==> config.mk <==
export PLATFORM = sky130hd
export DESIGN_NAME = seg7_mux_decoder
export DESIGN_NICKNAME = d
export VERILOG_FILES = /design/src/rtl/seg7_pkg.sv /design/src/rtl/seg7_pattern_decode.sv /design/src/rtl/seg7_mux_decoder.sv
export SDC_FILE = /design/constraint.sdc
export NUM_CORES = 1
export LEC_CHECK = 0
export CAP_MARGIN = 0
export CELL_PAD_IN_SITES_DETAIL_PLACEMENT = 2
export CELL_PAD_IN_SITES_GLOBAL_PLACEMENT = 2
export CORE_UTILIZATION = 35
export CTS_CLUSTER_DIAMETER = 200
export DETAILED_ROUTE_END_ITERATION = 7
export GPL_ROUTABILITY_DRIVEN = 0
export PLACE_DENSITY = 0.85
export SYNTH_ARGS = -nofsm -noshare
export SYNTH_HDL_FRONTEND = slang
export SYNTH_SLANG_ARGS = --single-unit
==> constraint.sdc <==
create_clock -name clk -period 3.4 [get_ports clk]
set_clock_uncertainty 0.05 [all_clocks]
set_input_delay 0.68 -clock clk [delete_from_list [all_inputs] [get_ports clk]]
set_output_delay 0.68 -clock clk [all_outputs]
set_load 0.03 [all_outputs]
==> src/rtl/seg7_pkg.sv <==
// Shared constants, FSM state type and helpers for 7-segment display loopback blocks.
package seg7_pkg;

  localparam logic [6:0] SEG_0     = 7'h40;
  localparam logic [6:0] SEG_1     = 7'h79;
  localparam logic [6:0] SEG_2     = 7'h24;
  localparam logic [6:0] SEG_3     = 7'h30;
  localparam logic [6:0] SEG_4     = 7'h19;
  localparam logic [6:0] SEG_5     = 7'h12;
  localparam logic [6:0] SEG_6     = 7'h02;
  localparam logic [6:0] SEG_7     = 7'h78;
  localparam logic [6:0] SEG_8     = 7'h00;
  localparam logic [6:0] SEG_9     = 7'h10;
  localparam logic [6:0] SEG_BLANK = 7'h7F;

  localparam logic [3:0] AN_UNITS = 4'b1110;
  localparam logic [3:0] AN_TENS  = 4'b1101;
  localparam logic [3:0] AN_HUNDS = 4'b1011;
  localparam logic [3:0] AN_OFF   = 4'b1111;

  localparam logic [3:0] BCD_INVALID = 4'hF;

  typedef enum logic [1:0] {
    ST_IDLE,
    ST_CONV,
    ST_OUT
  } state_e;

  // Undecodable digits contribute zero to the binary value.
  function automatic logic [9:0] bcd_weight(input logic [3:0] d);
    return (d == BCD_INVALID) ? 10'd0 : {6'd0, d};
  endfunction

endpackage

==> src/rtl/seg7_pattern_decode.sv <==
// Combinational active-low 7-segment code to BCD digit decoder with illegal-code flag.
module seg7_pattern_decode
  import seg7_pkg::*;
(
  input  logic [6:0] code_i,
  output logic [3:0] digit_o,
  output logic       bad_o
);

  always_comb begin
    digit_o = BCD_INVALID;
    bad_o   = 1'b0;
    case (code_i)
      SEG_0:   digit_o = 4'd0;
      SEG_1:   digit_o = 4'd1;
      SEG_2:   digit_o = 4'd2;
      SEG_3:   digit_o = 4'd3;
      SEG_4:   digit_o = 4'd4;
      SEG_5:   digit_o = 4'd5;
      SEG_6:   digit_o = 4'd6;
      SEG_7:   digit_o = 4'd7;
      SEG_8:   digit_o = 4'd8;
      SEG_9:   digit_o = 4'd9;
      default: bad_o   = 1'b1;
    endcase
  end

endmodule

==> src/rtl/seg7_mux_decoder.sv <==
// Samples a 3-digit multiplexed 7-segment display, filters glitches and reports whole frames.
// Optional macro SEG7_DEC_DEDUP_EN: report only frames whose {digits, err} changed.
module seg7_mux_decoder
  import seg7_pkg::*;
#(
  parameter int unsigned STABLE_CYCLES = 16
) (
  input  logic        clk,
  input  logic        rst_n,
  input  logic [6:0]  seg_n,
  input  logic [3:0]  an_n,
  output logic [11:0] digits,
  output logic [9:0]  value,
  output logic        valid,
  output logic        err
);

  localparam logic [7:0] STAB_MAX = 8'(STABLE_CYCLES);

  logic [10:0] sync1_q, sync2_q, prev_q;
  logic [7:0]  stab_q;
  logic        qual;
  logic [3:0]  dec_digit;
  logic        dec_bad;

  always_ff @(posedge clk or negedge rst_n) begin
    if (!rst_n) begin
      sync1_q <= '1;
      sync2_q <= '1;
      prev_q  <= '1;
      stab_q  <= '0;
    end else begin
      sync1_q <= {an_n, seg_n};
      sync2_q <= sync1_q;
      prev_q  <= sync2_q;
      if (sync2_q != prev_q)
        stab_q <= '0;
      else if (stab_q != STAB_MAX)
        stab_q <= stab_q + 8'd1;
    end
  end

  // Saturation at STAB_MAX keeps a held pattern from qualifying twice.
  assign qual = (sync2_q == prev_q) && (stab_q == STAB_MAX - 8'd1);

  seg7_pattern_decode u_decode (
    .code_i  (prev_q[6:0]),
    .digit_o (dec_digit),
    .bad_o   (dec_bad)
  );

  logic [3:0] units_q, tens_q, hunds_q;
  logic [2:0] mask_q;
  logic       frame_bad_q;
  logic [3:0] conv_u_q, conv_t_q, conv_h_q;
  logic       conv_bad_q;
  logic       snap;

  assign snap = qual && (prev_q[10:7] == AN_OFF) && (mask_q == 3'b111);

  always_ff @(posedge clk or negedge rst_n) begin
    if (!rst_n) begin
      units_q     <= '0;
      tens_q      <= '0;
      hunds_q     <= '0;
      mask_q      <= '0;
      frame_bad_q <= 1'b0;
      conv_u_q    <= '0;
      conv_t_q    <= '0;
      conv_h_q    <= '0;
      conv_bad_q  <= 1'b0;
    end else if (qual) begin
      case (prev_q[10:7])
        AN_UNITS: begin
          units_q     <= dec_digit;
          mask_q[0]   <= 1'b1;
          frame_bad_q <= frame_bad_q | dec_bad;
        end
        AN_TENS: begin
          tens_q      <= dec_digit;
          mask_q[1]   <= 1'b1;
          frame_bad_q <= frame_bad_q | dec_bad;
        end
        AN_HUNDS: begin
          hunds_q     <= dec_digit;
          mask_q[2]   <= 1'b1;
          frame_bad_q <= frame_bad_q | dec_bad;
        end
        AN_OFF: begin
          if (mask_q == 3'b111) begin
            conv_u_q   <= units_q;
            conv_t_q   <= tens_q;
            conv_h_q   <= hunds_q;
            conv_bad_q <= frame_bad_q;
          end
          mask_q      <= '0;
          frame_bad_q <= 1'b0;
        end
        default: begin
          mask_q      <= '0;
          frame_bad_q <= 1'b0;
        end
      endcase
    end
  end

  state_e     state_q, state_d;
  logic [9:0] conv_value;
  logic       report;
  logic       load_out;

  assign conv_value = bcd_weight(conv_h_q) * 10'd100
                    + bcd_weight(conv_t_q) * 10'd10
                    + bcd_weight(conv_u_q);

  always_ff @(posedge clk or negedge rst_n) begin
    if (!rst_n) state_q <= ST_IDLE;
    else        state_q <= state_d;
  end

  always_comb begin
    state_d = state_q;
    case (state_q)
      ST_IDLE: if (snap) state_d = ST_CONV;
      ST_CONV: state_d = ST_OUT;
      ST_OUT:  state_d = ST_IDLE;
      default: state_d = ST_IDLE;
    endcase
  end

`ifdef SEG7_DEC_DEDUP_EN
  logic first_q;

  assign report = first_q || ({conv_h_q, conv_t_q, conv_u_q, conv_bad_q} != {digits, err});

  always_ff @(posedge clk or negedge rst_n) begin
    if (!rst_n)        first_q <= 1'b1;
    else if (load_out) first_q <= 1'b0;
  end
`else
  assign report = 1'b1;
`endif

  // Output registers load on the CONV->OUT edge so valid is high while in OUT.
  always_comb begin
    load_out = 1'b0;
    if (state_q == ST_CONV) load_out = report;
  end

  always_ff @(posedge clk or negedge rst_n) begin
    if (!rst_n) begin
      digits <= '0;
      value  <= '0;
      err    <= 1'b0;
      valid  <= 1'b0;
    end else begin
      valid <= load_out;
      if (load_out) begin
        digits <= {conv_h_q, conv_t_q, conv_u_q};
        value  <= conv_value;
        err    <= conv_bad_q;
      end
    end
  end

endmodule

# After elaboration in Yosys (flattened, before gate mapping)
# Index checks and enable logic that the tools add are counted.
# word_totals
regBits	96
latchBits	0
ramBits	0
rom_bits	0
input_bits	13
out_inout_bits	24
elab_cells	84
memories	0
# classes
add_sub_neg	3
n_mul	2
div_mod_pow	0
order_cmp	0
eq_ne	23
shift	0
muxes	14
n_bitwise	4
n_reduce_logical	18
# ops
operator	n
$pmux 4 s10	1
$eq 4x4->1 const B	7
$eq 7x5->1 const B	3
$eq 7x7->1 const B	3
$mux 8	2
$eq 7x6->1 const B	2
$mux 4	3
$reduce_and 2->1	6
$eq 11x11->1	1
$ne 11x11->1	1
$add 10x4->10	1
$add 10x8->10	1
$reduce_or 10->1	1
$add 8x1->8 const B	1
$eq 8x4->1 const B	1
$mul 4x5->8 const B	1
$ne 8x5->1 const B	1
$eq 7x2->1 const B	1
$logic_not 7->1	1
$mul 4x3->7 const B	1
$pmux 1 s2	3
$reduce_or 2->1	3
$pmux 2 s2	1
$eq 3x3->1 const B	1
other kinds (11)	17

# Longest topological paths before layout
# depth
word_depth	6
mapped_depth	16
mapped_depth_nobuf	16

# Cells and area by module
# From an unflattened synthesis, not the netlist that was laid out.
# hier_totals
cells_unflattened	393
hier_area_um2	4491.8
# by_module_without_submodules
module	instances	cells_per_inst	area_per_inst_um2	seq_area_each_um2
seg7_mux_decoder	1	364	4295.4	2443.6
seg7_pattern_decode	1	29	196.4	0.0

# Least setup slack after synthesis
# No wires, ideal clock.
# synth_timing
path_type	flip-flop to flip-flop
start	register conv_t_q[3]
end	register value[8]
setup_ns	0.069
t_arrival_ns	3.015
required_ns	3.281
path_slack_ns	0.266
stages_incl_launch_ff	15
path_buffers	1
synth_period_minus_slack_ns	3.134
path_cell_list	dfrtp_1 clkbuf_1 nand2_1 o21a_1 ha_1 ha_1 inv_1 fa_1 inv_1 ha_1 ha_1 o21ai_0 a21boi_0 or4_1 nand3_1
# synth_via
elab_chain_len	5
# synth_rtl
element	line	text
start: declaration	seg7_mux_decoder.sv:55	logic [3:0] conv_u_q, conv_t_q, conv_h_q;
start signal: assignment	seg7_mux_decoder.sv:92	conv_t_q <= tens_q;
$eq 4x4->1	seg7_pkg.sv:31	return (d == BCD_INVALID) ? 10'd0 : {6'd0, d};
$mux 4 *	seg7_pkg.sv:31	
$mul 4x3->7 *	seg7_mux_decoder.sv:113	+ bcd_weight(conv_t_q) * 10'd10
$add 10x8->10 *	seg7_mux_decoder.sv:113	
$add 10x4->10 *	seg7_mux_decoder.sv:114	+ bcd_weight(conv_u_q);
end signal: assignment	seg7_mux_decoder.sv:160	value <= conv_value;
end: declaration	seg7_mux_decoder.sv:13	output logic [9:0] value,
# Every way passes the cells marked *; elsewhere a longest branch is shown, timed or not.
# A chain may end at the register's enable or synchronous reset.

# Worst setup path after layout
# Ends and elaborated chain as after synthesis.

==> metrics.txt <==
outcome=finished, final reports clean; Post-synth EDFFs=0; largest net degree at the start of global routing=80; clock transition at the registers of the reported paths=70 ps; relative slew slack=33.2%; clk sinks=96; hold path endpoint=sync2_q[10]; crit-path max FO=7; std cell rows=41; main flop type after synthesis=dfrtp_1; sequential share of the synthesized area=53.5%; layout cells sized above 1=22.8%; maximum vdd drop=0.438 mV; Synth Area in Simple Gates=15.0%; initial core utilization=36.0%; synth warn=0; most frequent cell after synthesis=nand2_1; Initial DRT Pass Iterations=4; Synth Area in XOR/XNOR=5.76%; DRT iter0 DRCs=85; dpl hpwl=8080 µm; DRT met1 WL=4290 µm; critical path required time=3640 ps; reg2reg setup slack=40 ps; mux cell area share after synthesis=7.23%; worst slew pin tran=1000 ps; first-pass GRT wire length=17800 µm; asr flop ratio synth=100%; Layout Cells excl Fill=632; TritonCTS clock tree=yes; Leak=2.54 nW; Root Buffer Master=clkbuf_16; vias in the first global route=3545; top-area cell type share of the netlist area=34.5%; met2 wire len=6530 µm; Yosys reg bits=96; Die Area=13500 µm²; fillers=1342; Area contributors post-synth=dfrtp_1 35%, dfstp_2 19%, ha_1 6.9%, nand2_1 5.5%, mux2_2 3.9%; Synth area leader=dfrtp_1; adder-cell area share of the yosys netlist=8.61%; cts bufs inserted=9; Hold WC Path Type=reg -> reg; worst-case reg-to-reg path depth=13; Commonest cells post-synth=67 x nand2_1, 63 x dfrtp_1, 33 x dfstp_2; placed instance count=609; Cell Pwr Density=415 nW/µm²; maximum clock insertion buffer count=2; Area Overhead vs Synth=21.0%; Congestion Overflow GR=0; Final Hold Fails=0; cell depth of the worst hold path=0; Top Layer Used=met4; Final setup violation count=0; r2r startpoint=conv_t_q[3]; post-synth net total=455; Yosys cell types=48; Synth Area in Compound Gates=5.73%; Via Count=3127; mean post-synth cell area=11.1 µm²; Final min period=3360 ps; # IOs=37; Overall Global Routing Usage=18.1%; Routed Antenna Nets=0; max frequency=0.298 GHz; # DRC=0; die height=116 µm; antenna cells=0; worst skew pair latency=360 ps; routed wirelength normalized by instance count=18.1 µm; IO Port Bufs=36; Core ar.=12700 µm²; startpoint types=flip-flop; Die W=116 µm; Worst Hold Launch=sync1_q[10]; synthesized instance count=413; met3 WL=339 µm; setup ws final=43.1 ps; Via density=4.95; combinational family with the most area after synthesis=simple AND/OR/NAND/NOR gates; crit share post-route=98.7%; initial antenna violation count=0; Mapped Area=4570 µm²; RR Endpoint=value[8]; H-tree depth=3; CP endpoint kind=flip-flop; hold buffers post-CTS=0; crit path kind=reg -> reg; Routed WL=11500 µm; Setup WS pre-CTS=-48.5 ps; Final Max Slew Viols=0; final net count=497; number of max-cap violations=0; Critical Path AT=3600 ps
==> per-stage QoR <==
stage	instance area, µm²	hold slack, ps	util [%]	power, mW	setup TNS, ps
6_report	5520	306	43.6	2.29	0
5_1_grt	5520	309	43.6	2.37	-244
4_1_cts	5410	307	42.7	2.34	0
3_5_place_dp	5100	297	40.2	1.29	-48.5
3_3_place_gp	5100	295	40.2	1.28	0
2_1_floorplan	4570	295	-	1.24	0
==> worst max-delay path, stage by stage, from the launching register on <==
cell and delay [ps]:
dfrtp_2 470, nand2_2 110, o21a_1 170, ha_1 160, ha_2 180, inv_1 60, fa_1 480, inv_1 50
ha_1 320, ha_4 280, o21ai_0 130, a21boi_0 210, or4_1 510, nand3_1 100
==> layout by cell type, fill, tap and decap left out, drive strengths merged, types with 5 or more instances in the layout <==
master,netlist,final
inv,29,31
dfstp,33,33
xnor2,18,18
nor2b,6,6
nand2,67,67
ha,25,25
nand3,16,16
nor3,5,5
o21ai,14,14
a21oi,8,8
buf,4,13
dfrtp,63,63
xor2,12,12
mux2,26,26
nor2,23,23
clkdlybuf4s50,0,35
clkbuf,13,12
==> cell type report <==
class / count / area [µm²] / area share [%]
sequential: 96 / 2450 / 44.3
multi-input combinational: 271 / 2000 / 36.2
timing repair buffer: 48 / 448 / 8.11
clock buffer: 12 / 268 / 4.85
tap: 172 / 215 / 3.90
inverter: 29 / 109 / 1.97
clock inverter: 4 / 32.5 / 0.589
==> sequential cells by signal (all words and copies together) (netlist names), 2 cells and up <==
register and cells:
tens_q 4, sync1_q 11, digits 12, stab_q 8
prev_q 11, sync2_q 11, state_q 2, value 10
conv_t_q 4, units_q 4, mask_q 3, conv_u_q 4
hunds_q 4, conv_h_q 4
==> logic make-up after synthesis <==
kind of cell,Yosys count
adders and majority gates,29
and+or+nand+nor,144
muxes,26
buffers and inverters,46
xor gates and xnor gates,30
DFF,96
AOI/OAI and AO/OA,42
==> what timing repair did <==
item	CTS	global route
buffers inserted	0	7
pin swaps	0	8
resized for setup	3	14
setup endpoints to repair	2	3
cloned	0	0
==> layer usage <==
| metal | up-vias | track usage, % |
|---|---|---|
| li1 | 1456 | - |
| met1 | 1587 | 18.4 |
| met2 | 60 | 35.0 |
| met3 | 24 | 4.83 |
| met4 | 0 | 6.58 |
| met5 | - | 0 |
==> worst max path at each step <==
stage	start	to	slack, ps	depth (start not counted)
after floorplan	conv_t_q[3]	value[8]	270	14
after global placement	conv_t_q[1]	value[8]	200	13
after detailed placement	conv_t_q[1]	value[9]	-50	14
after CTS	conv_t_q[0]	value[8]	20	13
after global routing	conv_t_q[3]	value[7]	-90	15
final	conv_t_q[3]	value[8]	40	13
==> where the power goes <==
part           internal, mW  leakage, nW  switching (mW)  total (mW)
Combinational        0.0284         1.17          0.0407      0.0691
Clock                 0.567        0.149           0.458        1.02
Sequential             1.18         1.22          0.0211        1.20
Total                  1.77         2.54           0.520        2.29
(Power assumes the default switching activity.)
